<file path="config.mk">
export PLATFORM = sky130hd
export DESIGN_NAME = priority_arbiter_rr
export DESIGN_NICKNAME = d
export VERILOG_FILES = /design/src/rtl/priority_arbiter_rr.sv
export SDC_FILE = /design/constraint.sdc
export NUM_CORES = 1
export LEC_CHECK = 0
export ABC_AREA = 1
export BUFFER_PORTS_ARGS = -buffer_cell sky130_fd_sc_hd__buf_2
export CAP_MARGIN = 20
export CELL_PAD_IN_SITES_DETAIL_PLACEMENT = 0
export CELL_PAD_IN_SITES_GLOBAL_PLACEMENT = 2
export CORE_ASPECT_RATIO = 1.4
export CORE_MARGIN = 2
export CORE_UTILIZATION = 33
export CTS_BUF_LIST = sky130_fd_sc_hd__clkbuf_16
export DETAILED_ROUTE_END_ITERATION = 12
export PLACE_DENSITY = 0.84
export RECOVER_POWER = 100
export SYNTH_ARGS = -nofsm -noshare
export SYNTH_HDL_FRONTEND = slang
export SYNTH_SLANG_ARGS = --single-unit
</file>
<file path="constraint.sdc">
create_clock -name clk -period 5.7 [get_ports clk]
set_input_delay 1.71 -clock clk [delete_from_list [all_inputs] [get_ports clk]]
set_output_delay 1.71 -clock clk [all_outputs]
set_load 0.005 [all_outputs]
</file>
<file path="src/rtl/priority_arbiter_rr.sv">
// Registered one-hot request arbiter with fixed or round-robin priority.
// A grant is held until the shared resource acknowledges it.
module priority_arbiter_rr #(
    parameter  int WIDTH = 8,
    localparam int IDXW  = $clog2(WIDTH)
) (
    input  logic             clk,
    input  logic             rst,
    input  logic             en,
    input  logic             rr_mode,
    input  logic [WIDTH-1:0] req,
    input  logic             ack,
    output logic [WIDTH-1:0] grant,
    output logic [IDXW-1:0]  grant_idx,
    output logic             grant_valid,
    output logic             busy
);

    typedef enum logic {
        IDLE,
        GRANT
    } state_t;

    localparam logic [IDXW:0]   WLIM = (IDXW+1)'(WIDTH);
    localparam logic [IDXW-1:0] LAST = IDXW'(WIDTH-1);

    state_t             state;
    state_t             state_nx;
    logic [IDXW-1:0]    ptr;
    logic [IDXW-1:0]    ptr_nx;
    logic [IDXW-1:0]    start;
    logic [IDXW-1:0]    win_idx;
    logic [IDXW-1:0]    idx_q;
    logic [WIDTH-1:0]   grant_q;
    logic [WIDTH-1:0]   rot;
    logic [2*WIDTH-1:0] dbl;
    logic [IDXW:0]      sum;
    logic               mode_q;
    logic               found;

    // Rotate so the scan always starts at bit 0, then map the hit back.
    always_comb begin
        start = rr_mode ? ptr : '0;
        dbl   = {req, req} >> start;
        rot   = dbl[WIDTH-1:0];
        found = 1'b0;
        sum   = '0;
        for (int i = 0; i < WIDTH; i++) begin
            if (!found && rot[i]) begin
                found = 1'b1;
                sum   = {1'b0, start} + (IDXW+1)'(i);
            end
        end
        if (sum >= WLIM) begin
            sum = sum - WLIM;
        end
        win_idx = sum[IDXW-1:0];
    end

    assign ptr_nx = (idx_q == LAST) ? '0 : idx_q + 1'b1;

    always_ff @(posedge clk or posedge rst) begin
        if (rst) begin
            state   <= IDLE;
            ptr     <= '0;
            idx_q   <= '0;
            grant_q <= '0;
            mode_q  <= 1'b0;
        end else begin
            state <= state_nx;
            if (state == IDLE && state_nx == GRANT) begin
                grant_q <= WIDTH'(1) << win_idx;
                idx_q   <= win_idx;
                mode_q  <= rr_mode;
            end else if (state == GRANT && ack) begin
                grant_q <= '0;
                idx_q   <= '0;
                if (mode_q) begin
                    ptr <= ptr_nx;
                end
            end
        end
    end

    always_comb begin
        state_nx = state;
        unique case (state)
            IDLE: begin
                if (en && |req) begin
                    state_nx = GRANT;
                end
            end
            GRANT: begin
                if (ack) begin
                    state_nx = IDLE;
                end
            end
            default: state_nx = IDLE;
        endcase
    end

    always_comb begin
        grant       = grant_q;
        grant_idx   = idx_q;
        grant_valid = (state == GRANT);
        busy        = (state == GRANT);
    end

endmodule

</file>
==> impl_table.tex <==
\begin{tabular}{lr}
\hline
Metric & Value \\
\hline
\multicolumn{2}{l}{\textbf{Synth}} \\
Number of flops mapped to enable cells by yosys & 0 \\
Synthesized-area fraction occupied by xor and xnor cells & under 10\% \\
Post-Synthesis Cell Area & about 0.0015 sq mm \\
Total of flip-flops plus latches after synthesis & 16 \\
Adder-cell share of the synthesized area & 3.30\% \\
Avg Synthesized Cell Area & 6.66 sq um \\
Area fraction in and, or, nand and nor cells after synthesis & 55.1\% \\
Main flop type after synthesis & dfrtp\_1 \\
Cell accounting for the most synthesized area & dfrtp\_1 \\
Biggest area contributors in the synthesized netlist & dfrtp\_1 (26\%), nand2\_1 (18\%), nand3\_1 (16\%) \\
Proportion of register bits with asynchronous set or reset after synthesis & 100\% \\
Share of synthesized area occupied by flip-flops and latches & 26.4\% \\
Most used standard cell by instance count after synthesis & nand2\_1 \\
Share of cell area taken by muxes after synthesis & 1.48\% \\
Main combinational cell family by area after synthesis & simple AND/OR/NAND/NOR gates \\
Area fraction in compound gates after synthesis & 3.63\% \\
Post-Synthesis Net Count & 245 \\
Cells after Synth & approximately 230 \\
Yosys warns & 0 \\
Share of the synthesized area in the top cell type & 26.4\% \\
Distinct cell type count of the synthesized netlist & 29 \\
Top post-synthesis cells by count & nand2\_1 (71), nand3\_1 (49), dfrtp\_1 (16) \\
\multicolumn{2}{l}{\textbf{Detailed routing}} \\
Number of DRC markers in iteration 0 & 44 \\
Post-detailed-route via-to-cell ratio & 4.91 \\
Count of nets left with antenna violations after detail routing & 0 \\
DRC violations left & 0 \\
Aggregate routed wire length & 3830 um \\
1st-pass router iterations & 4 \\
Total via count in the routed design & 1,522 \\
Avg WL per Cell & 12.4 um \\
\multicolumn{2}{l}{\textbf{Placement}} \\
Number of buffer cells added on primary ports & 25 \\
Placer's final routability congestion estimate & 0.808 \\
Worst setup slack after placement & 1750 ps \\
HPWL Detailed & 3150 um \\
Count of placed standard cells including taps & 307 \\
\multicolumn{2}{l}{\textbf{Clock network}} \\
Cell at the root of the clock tree & clkbuf\_16 \\
Resized Gates After CTS & 0 \\
Total of hold buffers inserted after clock tree synthesis & 0 \\
Maximum buffer depth of the clock tree & 2 \\
TritonCTS clock tree & done \\
H-tree levels & 1 \\
Post-CTS setup-driven buffer insertion count & 0 \\
Total clock buffers created by CTS & 3 \\
Clock-pin slew on the worst setup and hold paths & 50 ps \\
Clk\_lat worst skew & roughly 240 ps \\
\# clock sinks & 16 \\
\multicolumn{2}{l}{\textbf{Floorplan}} \\
Floorplan die height & 84.2 um \\
Row Count & 29 \\
Width of the chip & 61.3 um \\
Core Area & 0.00446 sq mm \\
IO Count & 26 \\
Starting density of the core & 34.0\% \\
Die Footprint & 0.00517 sq mm \\
\multicolumn{2}{l}{\textbf{Global route}} \\
Via count of the first global-routing pass & 1,480 \\
Global router's overall resource usage & between 10\% and 20\% \\
Overflow after GRT & 0 \\
Antenna violations before repair & 0 \\
Global-route wire length before repair & 6710 um \\
Maximum number of pins on one net before global-route repair & 19 \\
\multicolumn{2}{l}{\textbf{Worst setup path}} \\
Worst reg2reg path endpoint & grant[4] \\
Critical Path Sink & grant[4] \\
Number of cells on the critical path & 17 \\
Type of origin of the critical path & primary input \\
Critical path launch point & rr\_mode \\
Count of buffer and inverter cells on the critical path & 3 \\
Most common cell on crit path & nand2\_1 \\
Reg2Reg Setup Slack & 3010 ps \\
Worst setup EP type & register \\
Critical path, cell by cell & clkbuf\_1 > nand2\_1 > inv\_1 > nand3\_1 > nand2\_1 > nand2\_1 > nand2\_1 > nand2\_1 > nor2\_4 > nand4\_1 > nor2\_1 > nor2\_1 > nand3\_1 > nand2\_2 > inv\_1 > nand2\_1 > nand2\_1 \\
Kind of critical path & primary input to register \\
CP delay by family, top & simple AND/OR/NAND/NOR gates \\
Max stage delay cell, worst path & inv\_1 \\
Depth of the worst register-to-register path & 16 \\
CP max FO & 14 \\
Longest individual stage delay on the worst path & 490 ps \\
WP data required & between 5000 and 6000 ps \\
Crit path arrival time & $\sim$4600 ps \\
Startpoint of the worst register-to-register path & ptr[1] \\
\multicolumn{2}{l}{\textbf{Timing}} \\
Maximum achievable frequency & 228 MHz \\
Fin. Hold Viols & 0 \\
Worst slack on hold paths & between 400 and 500 ps \\
Final setup violation count & 0 \\
Final worst setup slack & 1310 ps \\
Final worst clock skew & 4.70 ps \\
Relative slew margins & 51.1\% \\
Fin crit period & 4390 ps \\
Final-report max-slew violation count & 0 \\
Tightest Pin Transition & 731 ps \\
Final sum of negative setup slack & 0 ps \\
Share of the clock period used by the worst path after layout & 77.1\% \\
RSZ-0062 raised after global routing & false \\
\multicolumn{2}{l}{\textbf{Pwr}} \\
Peak supply drop & 0.207 mV \\
Power per Cell Area & 455 mW/mm\^{}2 \\
LEAKAGE & 0.925 nW \\
\multicolumn{2}{l}{\textbf{Layout}} \\
Diode insertion count for antenna repair & 0 \\
Layout cell share with drive strength beyond 1 & between 10\% and 20\% \\
Share of the core filled with cells & about two fifths \\
Final cell count without fillers & 310 \\
Area added between synthesis and finish & 13.4\% \\
Count of nets after finishing & 267 \\
\multicolumn{2}{l}{\textbf{Flow run}} \\
Max Cap Violations & 0 \\
\multicolumn{2}{l}{\textbf{Min path}} \\
Worst min path class & register to register \\
\multicolumn{2}{l}{\textbf{Run status}} \\
Status & finished clean \\
\hline
\end{tabular}
## logic make-up after synthesis
| group | Yosys count |
|---|---|
| AOI/OAI and AO/OA | 10 |
| DFF | 16 |
| muxes | 2 |
| buffers and inverters | 24 |
| and+or+nand+nor | 168 |
| adders and majority gates | 4 |
| xor gates and xnor gates | 4 |
## through the flow
stage / instance area [sq um] / power, mW
2_1_floorplan: 1520 / 0.555
3_3_place_gp: 1660 / 0.676
3_5_place_dp: 1660 / 0.665
4_1_cts: 1740 / 0.799
5_1_grt: 1720 / 0.865
6_report: 1720 / 0.783
## worst min path at each step
stage | startpoint | cells after the start | end | slack (ps)
after floorplan | mode_q | 2 | mode_q | 440
after global placement | grant[0] | 2 | grant[0] | 460
after detailed placement | grant[0] | 2 | grant[0] | 460
after CTS | grant[0] | 2 | grant[0] | 470
after global routing | grant[0] | 2 | grant[0] | 490
final | grant[0] | 2 | grant[0] | 470
## worst min-delay path: cells and delay by family, from the launching register on
kind	cells	cell delay, ps
simple gates	2	100
flops	1	330
## registers in the layout, indices dropped and copies added (netlist names)
name	count
grant	8
grant_idx	3
busy	1
ptr	3
mode_q	1
## metal layers
metal / share of wire [%] / vias to the layer above / track usage, %
met1: 43 / 694 / 20.1
met3: 1.7 / 9 / 1.85
met2: 54 / 20 / 29.1
met4: 1.5 / 0 / 3.95
met5: 0 / - / 0
li1: - / 799 / -
## layout by cell type (no fill, tap or decap), types with 13 or more instances in the layout
cell / synthesis / layout
buf_2: 2 / 19
dfrtp_1: 16 / 16
inv_1: 11 / 13
nand2_1: 71 / 72
nand3_1: 49 / 49
nor2_1: 15 / 15
## final cells by class
class	instances	area, sq um
fill	519	2740
multi-input combinational	188	990
sequential	16	400
timing repair buffer	25	118
tap	62	77.6
clock buffer	3	75.1
inverter	16	60.1
## power by group
part	total (mW)	internal, mW	switching [mW]
combinational	0.463	0.153	0.310
sequential	0.189	0.153	0.0353
clock	0.131	0.0917	0.0391
total	0.783	0.398	0.385
No activity file was read; power rests on OpenSTA's default activity.
